File: config.mk
export PLATFORM = sky130hd
export DESIGN_NAME = mitchell_mult_pipe
export DESIGN_NICKNAME = d
export VERILOG_FILES = /design/src/rtl/mitchell_pkg.sv /design/src/rtl/mitchell_lod_norm.sv /design/src/rtl/mitchell_mult_pipe.sv
export SDC_FILE = /design/constraint.sdc
export NUM_CORES = 1
export LEC_CHECK = 0
export ABC_AREA = 1
export BUFFER_PORTS_ARGS = -buffer_cell sky130_fd_sc_hd__buf_2
export CELL_PAD_IN_SITES_DETAIL_PLACEMENT = 1
export CELL_PAD_IN_SITES_GLOBAL_PLACEMENT = 1
export CORE_MARGIN = 10
export CORE_UTILIZATION = 25
export CTS_CLUSTER_DIAMETER = 30
export DETAILED_ROUTE_END_ITERATION = 10
export PLACE_DENSITY = 0.62
export SLEW_MARGIN = 20
export SYNTH_ARGS = -nofsm -noshare
export SYNTH_HDL_FRONTEND = slang
export SYNTH_SLANG_ARGS = --single-unit
File: constraint.sdc
create_clock -name clk_i -period 4.2 [get_ports clk_i]
set_input_delay 0.84 -clock clk_i [delete_from_list [all_inputs] [get_ports clk_i]]
set_output_delay 0.84 -clock clk_i [all_outputs]
set_load 0.1 [all_outputs]
File: src/rtl/mitchell_pkg.sv
// Shared types and helpers for the pipelined Mitchell multiplier.
// Stage structs are macros so each instance sizes them from its own localparams.
`ifndef MITCHELL_PKG_SV
`define MITCHELL_PKG_SV

`define MITCHELL_S1_T(KW_, F_, TW_) \
    typedef struct packed { \
        logic            valid; \
        logic [KW_-1:0]  ka; \
        logic [F_-1:0]   fa; \
        logic [KW_-1:0]  kb; \
        logic [F_-1:0]   fb; \
        logic            zero_any; \
        logic            sign; \
        logic [TW_-1:0]  tag; \
    } s1_t;

`define MITCHELL_S2_T(KW_, F_, TW_) \
    typedef struct packed { \
        logic            valid; \
        logic [F_:0]     m; \
        logic [KW_:0]    e; \
        logic            zero_any; \
        logic            sign; \
        logic [TW_-1:0]  tag; \
    } s2_t;

package mitchell_pkg;

    // Widest operand the shared helper supports.
    localparam int MAX_WIDTH = 64;

    function automatic logic [2*MAX_WIDTH-1:0] neg_if(input logic [2*MAX_WIDTH-1:0] x,
                                                      input logic                   s);
        return s ? -x : x;
    endfunction

endpackage

`endif

File: src/rtl/mitchell_lod_norm.sv
// Leading-one detector and normaliser: mag = 2^k * (1 + f / 2^(WIDTH-1)).
module mitchell_lod_norm #(
    parameter int WIDTH = 16
) (
    input  logic [WIDTH-1:0]         mag,
    output logic [$clog2(WIDTH)-1:0] k,
    output logic [WIDTH-2:0]         f,
    output logic                     zero
);
    localparam int F  = WIDTH - 1;
    localparam int KW = $clog2(WIDTH);

    // NOTE: k gets a default before the loop so no path leaves it unassigned (no latch).
    always_comb begin
        k = '0;
        for (int i = 0; i < WIDTH; i++) begin
            if (mag[i]) k = KW'(i);
        end
    end

    // Shifting the leading one up to bit F leaves the fraction in the bits below it.
    assign f    = F'(mag << (KW'(F) - k));
    assign zero = (mag == '0);

endmodule

File: src/rtl/mitchell_mult_pipe.sv
// Three-stage pipelined Mitchell logarithmic multiplier with valid/ready on both
// sides and a sideband tag; a single global advance enable keeps bubbles in place.
module mitchell_mult_pipe
    import mitchell_pkg::*;
#(
    parameter int WIDTH = 16,
    parameter int TAG_W = 4
) (
    input  logic               clk_i,
    input  logic               rst_i,
    input  logic               in_valid_i,
    output logic               in_ready_o,
    input  logic               signed_i,
    input  logic [WIDTH-1:0]   a_i,
    input  logic [WIDTH-1:0]   b_i,
    input  logic [TAG_W-1:0]   tag_i,
    output logic               out_valid_o,
    input  logic               out_ready_i,
    output logic [2*WIDTH-1:0] p_o,
    output logic [TAG_W-1:0]   tag_o
);
    localparam int F  = WIDTH - 1;
    localparam int KW = $clog2(WIDTH);
    localparam int PW = 2 * WIDTH;
    localparam int XW = 2 * MAX_WIDTH;

    `MITCHELL_S1_T(KW, F, TAG_W)
    `MITCHELL_S2_T(KW, F, TAG_W)

    s1_t s1, s1_d;
    s2_t s2, s2_d;

    logic             adv;
    logic             neg_a, neg_b;
    logic [WIDTH-1:0] mag_a, mag_b;
    logic [KW-1:0]    k_a, k_b;
    logic [F-1:0]     f_a, f_b;
    logic             zero_a, zero_b;
    logic [F:0]       f_sum;
    logic [PW-1:0]    mag_p;
    logic [PW-1:0]    p_d;

    assign adv        = !out_valid_o || out_ready_i;
    assign in_ready_o = adv;

    // S1: exact two's-complement magnitude, so the most negative operand maps to 2^(WIDTH-1).
    assign neg_a = signed_i & a_i[WIDTH-1];
    assign neg_b = signed_i & b_i[WIDTH-1];
    assign mag_a = WIDTH'(neg_if(XW'(a_i), neg_a));
    assign mag_b = WIDTH'(neg_if(XW'(b_i), neg_b));

    mitchell_lod_norm #(.WIDTH(WIDTH)) u_lod_a (
        .mag  (mag_a),
        .k    (k_a),
        .f    (f_a),
        .zero (zero_a)
    );

    mitchell_lod_norm #(.WIDTH(WIDTH)) u_lod_b (
        .mag  (mag_b),
        .k    (k_b),
        .f    (f_b),
        .zero (zero_b)
    );

    always_comb begin
        s1_d          = '0;
        s1_d.valid    = in_valid_i;
        s1_d.ka       = k_a;
        s1_d.fa       = f_a;
        s1_d.kb       = k_b;
        s1_d.fb       = f_b;
        s1_d.zero_any = zero_a | zero_b;
        s1_d.sign     = neg_a ^ neg_b;
        s1_d.tag      = tag_i;
    end

    // S2: a fraction carry doubles the mantissa's weight instead of adding the implicit one.
    always_comb begin
        f_sum         = {1'b0, s1.fa} + {1'b0, s1.fb};
        s2_d          = '0;
        s2_d.valid    = s1.valid;
        s2_d.m        = f_sum[F] ? f_sum : {1'b1, f_sum[F-1:0]};
        s2_d.e        = (KW+1)'(s1.ka) + (KW+1)'(s1.kb) + (KW+1)'(f_sum[F]);
        s2_d.zero_any = s1.zero_any;
        s2_d.sign     = s1.sign;
        s2_d.tag      = s1.tag;
    end

    // S3: antilog by shift, truncating toward zero; a zero operand forces +0.
    always_comb begin
        mag_p = PW'(((3*WIDTH)'(s2.m) << s2.e) >> F);
        p_d   = s2.zero_any ? '0 : PW'(neg_if(XW'(mag_p), s2.sign));
    end

    // NOTE: all stages, data included, clear on reset so p_o/tag_o read 0 and nothing stale survives.
    always_ff @(posedge clk_i or posedge rst_i) begin
        if (rst_i) begin
            s1          <= '0;
            s2          <= '0;
            out_valid_o <= 1'b0;
            p_o         <= '0;
            tag_o       <= '0;
        end else if (adv) begin
            s1          <= s1_d;
            s2          <= s2_d;
            out_valid_o <= s2.valid;
            p_o         <= p_d;
            tag_o       <= s2.tag;
        end
    end

endmodule
# Word-level counts from Yosys, hierarchy flattened
# Cells that the tools add are included.
# W data, S select, Z words.
# classes
addsub	8
shifts	3
mux	34
bitwise_logic	4
reduce_logical	4
# op_table
operator	count
$mux W32	2
$mux W4	16
$shl A16 B5 Y47	1
$logic_not A16 Y1	2
$mux W16	2
$neg A16 Y16	2
$neg A32 Y32	1
$shl A16 B4 Y15	2
$mux W3	8
$add A15 B15 Y16	1
$mux W2	4
$sub A4 B4 Y4 const A	2
$add A4 B4 Y5	1
$add A5 B1 Y5	1
$and A1 B1 Y1	2
$mux W1	2
$logic_not A1 Y1	1
$logic_or A1 B1 Y1	1
$or A1 B1 Y1	1
$xor A1 B1 Y1	1
# word_totals
reg_bits	110
out_inout_bits	38
elab_cells	70

# Longest topological paths before layout
# Gate-level depths: netlist of run 1.
# logic_depth
depth_word	19
mapped_depth	28

# Cells and area by module
# A second synthesis of run 1 with hierarchy kept.
# unflattened
cells_unflattened	1507
hier_area_um2	9698.1
# by_module_without_submodules
module	n_inst	cells_each	area_each_um2	seq_area_each_um2
mitchell_mult_pipe	1	1133	7903.8	2752.6
mitchell_lod_norm	2	187	897.1	0.0

# Worst setup path before layout of run 1
# No wires, ideal clock.
# synth_timing
path_kind	input port to flip-flop
start	input b_i[1]
end	register s1[18] (netlist bit)
arrival_ps	2780
required_time_ps	4076
setup_slack_ps	1296
path_stages	17
n_path_buf	1
path_cell_list	inv_1 -> ha_1 -> nand3_2 -> nor2_2 -> nand4_1 -> clkinv_1 -> nand4_2 -> o21ai_2 -> xor2_2 -> nand2_1 -> inv_2 -> nand2_2 -> a21oi_4 -> buf_2 -> o21ai_1 -> nand3_1 -> nand3_1
# synth_between
elab_chain_len	19
# synth_lines
element	line	source
start, declared	mitchell_mult_pipe.sv:15	input logic [WIDTH-1:0] b_i,
$neg A16 Y16	mitchell_pkg.sv:35	return s ? -x : x;
$mux W16 (*)	mitchell_pkg.sv:35	
$mux W1	mitchell_lod_norm.sv:17	if (mag[i]) k = KW'(i);
$mux W2 (2 in a row)	mitchell_lod_norm.sv:17	
$mux W3 (4 in a row)	mitchell_lod_norm.sv:17	
$mux W4 (8 in a row)	mitchell_lod_norm.sv:17	
$sub A4 B4 Y4	mitchell_lod_norm.sv:22	assign f = F'(mag << (KW'(F) - k));
$shl A16 B4 Y15 (*)	mitchell_lod_norm.sv:22	
end signal, assigned	mitchell_mult_pipe.sv:99	s1 <= '0;
end signal, assigned	mitchell_mult_pipe.sv:105	s1 <= s1_d;
end, declared	mitchell_mult_pipe.sv:30	s1_t s1, s1_d;
# Mark *: on every way between the ends. The rest lies on a longest branch, timed or not.
# A chain may end at the register's enable or synchronous reset.

# Final worst setup path of run 1
# layout_timing
start	register s2[8] (netlist bit)
end	register p_o[16]
# layout_between
elab_chain_len	4
# layout_lines
element	line	source
start, declared	mitchell_mult_pipe.sv:31	s2_t s2, s2_d;
start signal, assigned	mitchell_mult_pipe.sv:100	s2 <= '0;
start signal, assigned	mitchell_mult_pipe.sv:106	s2 <= s2_d;
$shl A16 B5 Y47 (*)	mitchell_mult_pipe.sv:92	mag_p = PW'(((3*WIDTH)'(s2.m) << s2.e) >> F);
$neg A32 Y32	mitchell_pkg.sv:35	
$mux W32 (*)	mitchell_pkg.sv:35	
$mux W32 (*)	mitchell_mult_pipe.sv:93	p_d = s2.zero_any ? '0 : PW'(neg_if(XW'(mag_p), s2.sign));
end signal, assigned	mitchell_mult_pipe.sv:108	p_o <= p_d;
end, declared	mitchell_mult_pipe.sv:19	output logic [2*WIDTH-1:0] p_o,
# Marks and branches as above.

==> results of run 1 <==
## metal layers
layer  global-route usage, %  share of wire (%)  up-vias
li1                        -                  -     4604
met1                   17.69                 50     4318
met2                   22.27                 47       80
met3                   1.960                2.3       18
met4                   2.456                1.2        0
met5                       0                  0        -
## power breakdown
group	internal (mW)	total (mW)	leakage, nW	switching [mW]
clock	0.417	0.861	0.142	0.444
sequential	1.50	1.85	1.32	0.350
combinational	1.52	5.84	3.60	4.31
total	3.44	8.54	5.06	5.11
## flip-flops by register name (all words and copies together) (netlist names)
name	flops
s1	45
p_o	32
s2	28
tag_o	4
out_valid_o	1
## final cells by class
class,instances,area share [%]
clock buffers,9,2.237
clock inverters,7,0.7082
inverters,135,5.132
multi-input cells,1097,54.11
flip-flops and latches,110,27.34
well taps,461,5.728
repair buffers,88,4.746
## critical path, delay by kind of cell (launching register included)
kind | cells | cell delay [ns]
compound gates | 2 | 0.28
simple gates | 11 | 1.49
xor+xnor | 1 | 0.28
flops | 1 | 0.69
buf+inv | 2 | 0.58
## layout by cell type, fill, tap and decap left out, types with 24 or more instances in the layout
master   synthesis  final
a21oi_1         30     30
nand3_1        152    152
xor2_1          24     24
nor2_1         103    102
nand2_1        497    497
o21ai_0         68     68
inv_1          107    106
o21ai_1         51     51
dfrtp_1        110    110
buf_2           16     78
## worst paths after layout
check | slack, ns | endpoint | cells after the start | start
setup / recovery | 0.82 | p_o[16]$_DFFE_PP0P_ | 16 | s2[8]$_DFFE_PP0P_
hold / removal | 0.48 | out_valid_o$_DFFE_PP0P_ | 1 | s2[27]$_DFFE_PP0P_
setup reg to reg | 0.82 | p_o[16]$_DFFE_PP0P_ | 16 | s2[8]$_DFFE_PP0P_
hold reg to reg | 0.48 | out_valid_o$_DFFE_PP0P_ | 1 | s2[27]$_DFFE_PP0P_
max in group asynchronous | 2.79 | s2[10]$_DFFE_PP0P_ | 3 | rst_i
min in group asynchronous | 0.64 | p_o[6]$_DFFE_PP0P_ | 2 | rst_i
## through the flow
stage	instance area (sq um)	total power, mW	setup WS (ns)	util, %
global placement	9773	7.653	0.5557	27.48
floorplan	8995	6.338	0.4577	-
detailed placement	9773	7.729	0.5293	27.48
CTS	10070	8.642	0.8327	28.31
global route	10070	9.388	0.3154	28.31
finish	10070	8.544	0.8176	28.31
## cell families (layout without fill, tap and decap cells)
logic type / count (synthesis) / after routing / synth area share (%)
mux: 1 / 1 / 0.1113
compound gates: 199 / 199 / 12.88
xor+xnor: 30 / 30 / 3.005
buf+inv: 188 / 239 / 8.903
fa+ha+maj: 24 / 24 / 3.589
flops: 110 / 110 / 30.60
simple gates: 843 / 843 / 40.91
==> metrics.txt, run 1 <==
Yosys warnings=0; initial DRC count=407; top_reg_cell synth=dfrtp_1; Placed Instances=about 1900; RSZ-0062 raised after global routing=no; clk_lat worst skew=0.36 ns; Yosys reg bits=110; cell row count=between 60 and 70; Syn Nets=around 1500; die height=between 200 and 250 um; synth cell count leaders=nand2_1, nand3_1, dfrtp_1; Synth Cell Area=between 8000 and 9000 sq um; slew at the pin closest to its max-slew limit=~0.8 ns; PortBufs=between 70 and 80; Leak=just over 5 nW; WS Path Type=reg -> reg; drt wl/cell=around 15 um; crit path DAT=approximately 3.7 ns; EDFF count, synth=0; VDD IR-drop max=0.5235 mV; DRC Markers=0; # nets final=between 1500 and 2000; H-Tree Depth=3; Total Die Area=roughly 44000 sq um; post-synth top area cell=dfrtp_1; Die Span X=approximately 210 um; CTS Buf Count=9; post_cts resized=0; Yosys top cell area share=a little under a third; top-count cell post-synth=nand2_1; Max clock buf depth=2; DR pass1 iterations=4; ranking of synthesized cells by area=dfrtp_1, nand2_1, nand3_1; most used cell, CP=nand2_1; Pwr Density=about 850 nW/um^2; setup TNS=0 ns; Fin Hold WS=approximately 0.48 ns; DRT antenna net count=0; Multi-input gate area=around 5400 sq um; core area=~36000 sq um; clk root buf=clkbuf_16; hold buffers post-CTS=0; Synth async-reset ratio=between 90% and 100%; synth unique cells=54; final period utilization=around 80%; Hold Path Class=reg -> reg; starting density of the core=~25%; syn avg cell area=around 6.4 sq um; min Tclk post-route=between 3 and 4 ns; clock transition at the registers of the reported paths=0.08 ns; Register Area=approximately 2800 sq um; Hold Vio Cnt, Final=0; status=completed; vias in the first global route=9415; final wirelength=about 29000 um; # Max-Cap Violations=0; GP Congestion=a little under 0.9; layout cell share with drive strength beyond 1=between 10% and 20%; largest net degree at the start of global routing=70; Post-DP HPWL=22950 um; Layout area overhead=11.95%; initial antenna violation count=0; Crit Path Max Fanout=22; GRT Total Usage=13.26%; Antenna diodes=0; Final Skew=~0.011 ns; CTS Sinks=110; CP endpoint kind=flop; Worst path max stage delay=0.69 ns; routed vias=about 9000; Worst EP required=~4.5 ns; I/O pins=just under 80; Post-CTS Setup Inserts=0; critical path, cell by cell=inv_1 > nand2_1 > o21ai_1 > nand2_1 > o21ai_0 > nor2_1 > inv_1 > nor2_1 > nand2_1 > nor2_1 > nand2_1 > nor3_2 > nor2_1 > xnor2_1 > nand2_1 > nand2_1; fmax=295.7 MHz; Final Setup Violations=0; CTS tree=done; Relative slew margins=46.93%; DR vias/cell=approximately 4.7; total grt overflow=0; final-report max-slew violation count=0; FILL cells=about 4600; Seq/Total Area, Yosys=a little under a third; crit start category=flop; Gate Count Post-Synth=roughly 1400; first-pass GRT wire length=between 40000 and 50000 um; final non-filler cell total=1907; Slowest cell on crit path=dfrtp_1
Power figures use the tool's default switching activity.
==> run 2: changes to the inputs <==
clock period = 3.4 ns   (was 4.2 ns; I/O delays follow)
==> metrics.txt, run 2 (same netlist as run 1, synthesis figures left out) <==
DR vias/cell=4.737 (+0.15%); clock transition at the registers of the reported paths=0.10 ns (+0.02 ns); Crit Path Max Fanout=5 (-77%); top layer in use=met4; clk_lat worst skew=0.37 ns (about the same); DRC Markers=0 (unchanged); total grt overflow=0 (unchanged); routed vias=9147 (+1.4%); DRT antenna net count=0 (unchanged); Die Span X=209.7 um (unchanged); final-report max-slew violation count=0 (unchanged); Post-DP HPWL=23920 um (+4.2%); Top reg by flops=s1; WS Path Type=reg -> reg; layout cell share with drive strength beyond 1=15.45% (+1.5 points); DP Area=9960 sq um (+1.9%); WL met3=661 um (-2.4%); Largest regs=s1 x45, p_o x32, s2 x28; CTS tree=done; largest net degree at the start of global routing=78 (+11%); Leak=5.184 nW (+2.5%); fmax=322.4 MHz (+9.0%); final wirelength=29720 um (+2.4%); crit start category=flop; initial antenna violation count=1 (+1); CP endpoint kind=flop; I/O pins=79 (unchanged); CTS Sinks=110 (unchanged); clk root buf=clkbuf_16; GP Congestion=0.8724 (+0.43%); DR WL met2=14000 um (+3.3%); first-pass GRT wire length=50250 um (+2.0%); Max clock buf depth=2 (unchanged); wire length on met1=14610 um (+1.0%); GRT Total Usage=13.55% (+0.30 points); final instance area=10290 sq um (+2.2%); Worst EP required=3.63 ns (-0.87 ns); Layout area overhead=14.38%; # Max-Cap Violations=0 (unchanged); crit path DAT=3.33 ns (-0.35 ns); max FFs per register=45 (unchanged); post_cts resized=0 (unchanged); starting density of the core=25.29% (unchanged); Final Util=28.93% (+0.62 points); flop-to-flop setup slack=0.30 ns (-0.52 ns); VDD IR-drop max=0.6759 mV (+29%); cell row count=69 (unchanged); RSZ-0062 raised after global routing=no; Post-CTS Setup Inserts=0 (unchanged); Relative slew margins=44.32% (-2.6 points); slew at the pin closest to its max-slew limit=0.8352 ns (+0.03909 ns); # nets final=1529 (+1.5%); H-Tree Depth=3 (unchanged); setup TNS=0 ns (unchanged); die height=209.7 um (unchanged); DR pass1 iterations=5 (+1); Final Skew=0.02288 ns (+0.01194 ns); initial DRC count=444 (+9.1%); CTS Buf Count=9 (unchanged); Hold Path Class=in -> async; min Tclk post-route=3.102 ns (-0.2806 ns); drt wl/cell=15.39 um (+1.1%); vias in the first global route=9556 (+1.5%); most common cell after layout, fill and taps aside=nand2_1; commonest cells after routing, fill and taps aside=nand2_1, nand3_1, dfrtp_1, inv_1, nor2_1; Total Die Area=43970 sq um (unchanged); Pwr Density=1050 nW/um^2 (+24%); core area=35570 sq um (unchanged); FILL cells=4615 (+0.26%); hold buffers post-CTS=0 (unchanged); Hold Vio Cnt, Final=0 (unchanged); PortBufs=78 (unchanged); Final Setup Violations=0 (unchanged); Tot Pwr=10.81 mW (+26%); final period utilization=91.23% (+11 points); status=completed
[run 2: through the flow]
step / worst slack, ns / instances / hold slack, ns
floorplan: 0.6414 / 1395 / 0.4400
global placement: 0.1641 / 1914 / 0.4536
detailed placement: 0.1063 / 1914 / 0.4597
CTS: 0.2554 / 1930 / 0.4721
global route: 0.02913 / 1931 / 0.4960
finish: 0.2982 / 1931 / 0.4515
[run 2: final timing paths]
check	from	end	cells past startpoint
max in group asynchronous	rst_i	p_o[17]$_DFFE_PP0P_	3
min	rst_i	s1[38]$_DFFE_PP0P_	2
max reg2reg	s1[12]$_DFFE_PP0P_	s2[10]$_DFFE_PP0P_	16
min in group clk_i	s2[1]$_DFFE_PP0P_	tag_o[1]$_DFFE_PP0P_	2
max	s1[12]$_DFFE_PP0P_	s2[10]$_DFFE_PP0P_	16
min reg2reg	s2[1]$_DFFE_PP0P_	tag_o[1]$_DFFE_PP0P_	2
[run 2: routing by layer]
metal  global-route usage [%]  up-vias
li1                         -     4664
met1                    18.07     4368
met2                    22.64       94
met5                        0        -
met3                    1.901       21
met4                    2.977        0
[run 2: layout make-up]
class                           count  area [sq um]  share of cell area, %
Tap cell                          461         576.8                  5.606
Multi-Input combinational cell   1097          5459                  53.06
Sequential cell                   110          2753                  26.75
Clock inverter                      7         91.34                 0.8878
Clock buffer                        9         225.2                  2.189
Timing Repair Buffer              111         663.1                  6.445
Inverter                          135         518.0                  5.035
Antenna cell                        1         2.502                0.02432
[run 2: critical path: stages (launching register included)]
cell,delay (ns)
dfrtp_1,0.39
ha_1,0.39
a21oi_2,0.19
o21ai_0,0.11
nand2_1,0.08
o2111ai_2,0.15
nand3_1,0.11
nand2_1,0.06
nand2_1,0.07
nand2_1,0.06
a21o_1,0.16
fa_1,0.41
fa_1,0.40
nand2_1,0.07
inv_1,0.05
o21ai_0,0.17
a22oi_1,0.09
[run 2: power by group]
part	leakage, nW	internal [mW]	total, mW	switching, mW
Sequential	1.32	1.85	2.24	0.392
Clock	0.152	0.536	1.13	0.592
Combinational	3.71	2.00	7.44	5.44
